## config.mk

```make
export PLATFORM = sky130hd
export DESIGN_NAME = serial_comparator_gen
export DESIGN_NICKNAME = d
export VERILOG_FILES = /design/src/rtl/serial_comparator_gen.sv
export SDC_FILE = /design/constraint.sdc
export NUM_CORES = 1
export LEC_CHECK = 0
export CAP_MARGIN = 20
export CORE_UTILIZATION = 40
export CTS_BUF_LIST = sky130_fd_sc_hd__clkbuf_8
export DETAILED_ROUTE_END_ITERATION = 7
export GPL_TIMING_DRIVEN = 0
export PLACE_DENSITY = 0.79
export SYNTH_ARGS = -nofsm -noshare
export SYNTH_HDL_FRONTEND = slang
export SYNTH_SLANG_ARGS = --single-unit
```

## constraint.sdc

```tcl
create_clock -name clk -period 3.1 [get_ports clk]
set_input_delay 0.62 -clock clk [delete_from_list [all_inputs] [get_ports clk]]
set_output_delay 0.62 -clock clk [all_outputs]
set_load 0.01 [all_outputs]
```

## src/rtl/serial_comparator_gen.sv

```systemverilog
// Streaming magnitude comparator for multi-digit operands.
// The operands arrive one RADIX-bit digit pair per valid beat, DIGITS beats
// per operand, least or most significant digit first. A running relation
// (GT/EQ/LT) is folded digit by digit, so the state stays O(1) in DIGITS.
// The final relation is presented on registered flags with a one-cycle done.
module serial_comparator_gen #(
  parameter int RADIX     = 32,
  parameter int DIGITS    = 14,
  parameter bit MSB_FIRST = 1'b0
) (
  input  logic             clk,
  input  logic             rst,
  input  logic             start,
  input  logic             cmp_signed,
  input  logic             abort,
  input  logic             digit_valid,
  input  logic [RADIX-1:0] digit_a,
  input  logic [RADIX-1:0] digit_b,
  output logic             busy,
  output logic             done,
  output logic             a_gt_b,
  output logic             a_eq_b,
  output logic             a_lt_b
);

  localparam int CW = (DIGITS > 1) ? $clog2(DIGITS) : 1;
  localparam logic [CW-1:0] LAST_CNT = CW'(DIGITS - 1);
  localparam logic [CW-1:0] TOP_CNT  = MSB_FIRST ? '0 : LAST_CNT;

  typedef enum logic {IDLE, RUN} state_t;
  typedef enum logic [1:0] {REL_EQ = 2'd0, REL_GT = 2'd1, REL_LT = 2'd2} rel_t;

  state_t        state;
  rel_t          rel;
  logic          lock;
  logic          sgn;
  logic [CW-1:0] cnt;

  // Values seen by the digit being consumed this cycle. In the start cycle
  // the fresh operation's initial values apply, not the stale registers.
  logic          accept_start;
  logic          consume;
  logic          cur_sgn;
  logic          cur_lock;
  logic [CW-1:0] cur_cnt;
  rel_t          cur_rel;
  rel_t          dig_rel;
  rel_t          new_rel;
  logic          new_lock;
  logic          is_last;

  assign busy = (state == RUN);

  // Fold the current digit pair into the running relation.
  // NOTE: every always_comb output gets a default first so no path leaves
  // a signal unassigned, which would otherwise infer a latch.
  always_comb begin
    accept_start = (state == IDLE) && start;
    consume      = digit_valid && (accept_start || (state == RUN));
    cur_sgn      = accept_start ? cmp_signed : sgn;
    cur_lock     = accept_start ? 1'b0       : lock;
    cur_cnt      = accept_start ? '0         : cnt;
    cur_rel      = accept_start ? REL_EQ     : rel;
    is_last      = (cur_cnt == LAST_CNT);

    dig_rel = REL_EQ;
    if ((cur_cnt == TOP_CNT) && cur_sgn) begin
      if ($signed(digit_a) > $signed(digit_b))      dig_rel = REL_GT;
      else if ($signed(digit_a) < $signed(digit_b)) dig_rel = REL_LT;
    end else begin
      if (digit_a > digit_b)      dig_rel = REL_GT;
      else if (digit_a < digit_b) dig_rel = REL_LT;
    end

    new_rel  = cur_rel;
    new_lock = cur_lock;
    if (MSB_FIRST) begin
      // First differing digit is the most significant one: lock it in.
      if (!cur_lock && (dig_rel != REL_EQ)) begin
        new_rel  = dig_rel;
        new_lock = 1'b1;
      end
    end else begin
      // Later digits are more significant: the last difference wins.
      if (dig_rel != REL_EQ) new_rel = dig_rel;
    end
  end

  // Control FSM, operand state and registered result flags.
  // NOTE: sequential state uses non-blocking assignments so every register
  // samples the pre-edge values; later assignments in this block override
  // earlier ones on purpose (e.g. completion overrides the start transition).
  always_ff @(posedge clk or posedge rst) begin
    if (rst) begin
      state  <= IDLE;
      rel    <= REL_EQ;
      lock   <= 1'b0;
      sgn    <= 1'b0;
      cnt    <= '0;
      done   <= 1'b0;
      a_gt_b <= 1'b0;
      a_eq_b <= 1'b0;
      a_lt_b <= 1'b0;
    end else if (abort) begin
      state  <= IDLE;
      cnt    <= '0;
      done   <= 1'b0;
      a_gt_b <= 1'b0;
      a_eq_b <= 1'b0;
      a_lt_b <= 1'b0;
    end else begin
      done <= 1'b0;
      if (accept_start) begin
        sgn    <= cmp_signed;
        rel    <= REL_EQ;
        lock   <= 1'b0;
        cnt    <= '0;
        state  <= RUN;
        a_gt_b <= 1'b0;
        a_eq_b <= 1'b0;
        a_lt_b <= 1'b0;
      end
      if (consume) begin
        rel  <= new_rel;
        lock <= new_lock;
        if (is_last) begin
          state  <= IDLE;
          cnt    <= '0;
          done   <= 1'b1;
          a_gt_b <= (new_rel == REL_GT);
          a_eq_b <= (new_rel == REL_EQ);
          a_lt_b <= (new_rel == REL_LT);
        end else begin
          cnt <= cur_cnt + CW'(1);
        end
      end
    end
  end

endmodule

```

==> After elaboration in Yosys (flattened, before gate mapping) <==
Cells that the tools add are included.
{ "totals": {"out_inout_bits": 5, "elab_cells": 55, "input_bits": 70, "ff_bits": 12} }
{ "classes": {"n_lt_le_gt_ge": 4, "n_mux": 32, "n_reduce_logical": 6, "n_eq_ne": 3, "n_addsub": 1, "n_bitwise": 1} }
{ "ops": {"columns": ["operator", "n"], "rows": [
  ["> comparator 32 bit", 2],
  ["< comparator 32 bit", 2],
  ["2-to-1 mux 1 bit", 20],
  ["2-to-1 mux 2 bit", 8],
  ["2-to-1 mux 4 bit", 4],
  ["adder 4 x 1 -> 4 bit, second input constant", 1],
  ["== test 4 bit, second input constant", 1],
  ["logical AND 1 bit", 3],
  ["== test 2 x 1 -> 1 bit, second input constant", 1],
  ["== test 2 bit, second input constant", 1],
  ["zero test 2 bit", 1],
  ["nonzero test 2 bit", 1],
  ["logical OR 1 bit", 1],
  ["NOT 1 bit", 1]
]} }

==> Logic depth before layout (Yosys ltp) <==
{ "logic_depth": {"depth_word": 12, "depth_mapped": 11, "ltp_nobuf": 9} }

==> Worst setup path after synthesis <==
OpenSTA, ideal clock, no wires.
{ "synth_timing": {"path_type": "input to register", "start": "in start", "end": "reg a_lt_b", "setup_ps": 126, "required_ps": 2974, "arrival_ps": 2225, "setup_slack_ps": 749, "path_buffers": 2, "stages": 10, "path_cell_list": "nand2b_1 -> clkbuf_1 -> and2_1 -> ha_1 -> and3_1 -> and3_1 -> or2_2 -> clkbuf_1 -> nor2_1 -> a221o_1"} }
{ "synth_between": {"elab_chain_len": 11, "elab_cells_between_ends": 16, "classes_between": "eq/ne: 2; mux: 9; reduce/logical: 5"} }
{ "synth_lines": {"columns": ["element", "line", "text"], "rows": [
  ["from (decl)", "13", "input logic start,"],
  ["logical AND 1 bit (*)", "58", "accept_start = (state == IDLE) && start;"],
  ["2-to-1 mux 4 bit", "62", "cur_cnt = accept_start ? '0 : cnt;"],
  ["== test 4 bit", "64, 67", null],
  ["logical AND 1 bit", "67", "if ((cur_cnt == TOP_CNT) && cur_sgn) begin"],
  ["2-to-1 mux 2 bit", "67", null],
  ["nonzero test 2 bit", "85", "if (dig_rel != REL_EQ) new_rel = dig_rel;"],
  ["2-to-1 mux 2 bit", "85", null],
  ["== test 2 bit", "132", "a_lt_b <= (new_rel == REL_LT);"],
  ["2-to-1 mux 1 bit", "126", "if (is_last) begin"],
  ["2-to-1 mux 1 bit (*)", "123", "if (consume) begin"],
  ["2-to-1 mux 1 bit (*)", "104", "end else if (abort) begin"],
  ["to (signal assigned)", "132", null],
  ["to (decl)", "23", "output logic a_lt_b"]
]} }
Mark *: on every way between the ends. The rest lies on a longest branch, timed or not.
A chain may end at the register's enable or synchronous reset.

==> Final worst setup path <==
Same ends and word-level chain as after synthesis.

==> qor.yml <==
outcome:
  status: "finished, final reports clean"
global_routing:
  gr-usage-met1_pct: 21.66
  gr-max-usage-layer: "met2"
  grt_pass1_vias: 1404
  grt_usage_pct: 18.33
  grt_max_degree: 13
  antenna_found_initial: 0
  grt_first_pass_wirelength_um: 5775
  use_met3_pct: 2.737
  grt_overflow: 0
  grt_use_met2_pct: 33.02
place:
  gp_congestion: 0.8398
  post-dp-hpwl_um: 3001
  placed_area_mm2: 0.002270
  numPlacedInstances: 304
  place.port_buffers: 74
power:
  p_seq_share_pct: 30.5
  powerDensity_mw_per_mm2: 245.0
  combPwrFrac_pct: 39.1
  total_power_uw: 569.5
  power.leakage_uw: 0.001147
  p_int_uw: 412.9
  switchingPower_uw: 156.6
  peakVddDrop_v: 0.0001939
  switching_share_pct: 27.50
  clkPwrFrac_pct: 30.4
route:
  vias: 1494
  totalWireLength_um: 3430
  drc_errors: 0
  wire_per_inst_um: 11.14
  postRouteAntennaNets: 0
  vias_per_cell: 4.851
  drt_iter0_drc: 44
  dr.pass1.iters: 4
clocking:
  cts-resized-gates: 0
  post_cts_buffers: 0
  cts.sinks: 12
  cts_buffer_depth: 2
  htreeDepth: 1
  cts_hold_buffers: 0
  cts_tree: "built"
  clk_pin_slew_worst_paths_ns: 0.05
  cts_root_buf: "clkbuf_8"
  numCtsBuffers: 3
  insertion_delay_ns: 0.25
setup_path:
  crit_required_ns: 3.22
  crit_path_start_kind: "input pin"
  crit_type: "in2reg"
  cp_max_fo: 8
  critPathCaptureType: "flip-flop"
  arrival_ns: 3.01
timing:
  min_period_over_period_pct: 92.93
  clock_skew_ns: 0.002400
  fin_crit_ns: 2.881
  rsz0062_at_grt: "no"
  finalSetupViolations: 0
  tightest_slew_ns: 0.5527
  slew_headroom_pct: 62.77
  hold_viol: 0
  fmaxAchievable_mhz: 347.1
  slew_viol_final: 0
synthesis:
  synth.avg_cell_area_um2: 7.997
  synthTopCellsByArea: "ha_1 (29%), dfrtp_1 (20%), inv_1 (9.2%)"
  syn_inst: 184
  ys_seq_area_share_pct: 20.41
  syn_nets: 288
  yosysUniqueCellTypes: 35
  synth_warnings: 0
  async_reset_ff_share_pct: 100.0
  ys_seq_elements: 12
  post-synth-top-area-cell: "ha_1"
  synth_area_mm2: 0.001471
  synthFlopType: "dfrtp_1"
  synth.top_cell.area_share_pct: 28.91
  synth_edf_count: 0
layout:
  fin_cells: 308
  syn2layout_area_growth_pct: 57.99
  final.fill_count: 287
  final_cell_mix: "clkdlybuf4s50_1 (74), inv_1 (36), ha_1 (34), a21oi_1 (17), nor2_1 (15)"
  layout.nets: 367
  final_layout_size_suffix_gt1_share_pct: 5.344
  diodes: 0
  final_common_cell: "clkdlybuf4s50_1"
  fin_area_mm2: 0.002325
floorplan:
  die_h_um: 62.65
  start_util_pct: 42.75
  die_area_mm2: 0.003925
  fp.dieW_um: 62.65
  core_mm2: 0.003442
  rows: 21
  io_pins: 75
hold_path:
  hold_path.class: "reg2reg"
run:
  cap_violations: 0
## power groups by stage
| stage | sequential, µW | clock [µW] | combinational, µW |
|---|---|---|---|
| 6_report | 174 | 173 | 223 |
| 3_5_place_dp | 176 | 0 | 225 |
| 3_3_place_gp | 175 | 0 | 220 |
| 4_1_cts | 173 | 177 | 226 |
| 5_1_grt | 175 | 185 | 253 |
| 2_1_floorplan | 174 | 0 | 109 |
## routing by layer
| layer | wire length [µm] | up-vias |
|---|---|---|
| li1 | - | 795 |
| met1 | 1504 | 652 |
| met2 | 1654 | 44 |
| met3 | 227 | 3 |
| met4 | 43 | 0 |
| met5 | 0 | - |
## flip-flops by register name, summed over array words and instances, names as in the netlist
register  cells
done          1
a_gt_b        1
sgn           1
rel           2
a_eq_b        1
busy          1
a_lt_b        1
cnt           4
## cell families after synthesis
logic type / share of synthesized area, %
DFF: 20.41
muxes: 0.7653
AOI/OAI and AO/OA: 17.94
buffers and inverters: 9.694
and+or+nand+nor: 20.49
adders and majority gates: 28.91
xor gates and xnor gates: 1.786
## synthesized netlist by cell type (2+ instances only)
master    count
inv_1        36
ha_1         34
a21oi_1      17
nor2_1       15
nand2_1      13
dfrtp_1      12
o21ai_0       9
nand4_1       6
nand3_1       5
nor2b_1       3
nor3_1        3
a221o_1       2
and3_1        2
clkbuf_1      2
nand2b_1      2
nor4_1        2
o41ai_2       2
xnor2_1       2
## stage by stage
step	setup WS, ns	utilization [%]	setup TNS [ns]	hold slack [ns]
global route	0.03582	67.54	0	0.4938
global placement	-0.02917	65.94	-0.02917	0.4645
finish	0.2193	67.54	0	0.4913
CTS	0.2257	67.54	0	0.4897
detailed placement	-0.02298	65.94	-0.02298	0.4776
floorplan	0.7492	-	0	0.4805
## cell type report
type                            count  area (µm²)  share of cell area, %
Multi-Input combinational cell    134        1028                  44.24
Timing Repair Buffer               74       740.7                  31.86
Sequential cell                    12       300.3                  12.92
Inverter                           36       135.1                  5.813
Tap cell                           46       57.56                  2.476
Clock buffer                        4       55.05                  2.368
Buffer                              2       7.507                 0.3229
## worst paths after layout
kind	slack, ns	start	cells after the start	endpoint
min in group asynchronous	0.68	rst	2	busy$_DFF_PP0_
min reg2reg	0.49	a_gt_b$_DFF_PP0_	2	a_gt_b$_DFF_PP0_
max	0.22	start	11	a_lt_b$_DFF_PP0_
max in group asynchronous	2.10	rst	2	a_gt_b$_DFF_PP0_
max reg2reg	0.61	busy$_DFF_PP0_	10	a_lt_b$_DFF_PP0_
min	0.49	a_gt_b$_DFF_PP0_	2	a_gt_b$_DFF_PP0_
## critical path, cell delays in order
cell	delay, ns
clkdlybuf4s50_1	0.44
nand2b_1	0.08
clkbuf_1	0.29
and2_1	0.25
ha_1	0.16
and3_1	0.18
and3_1	0.17
or2_2	0.10
clkbuf_1	0.21
nor2_1	0.12
a221o_1	0.37
No activity file was read; power rests on OpenSTA's default activity.
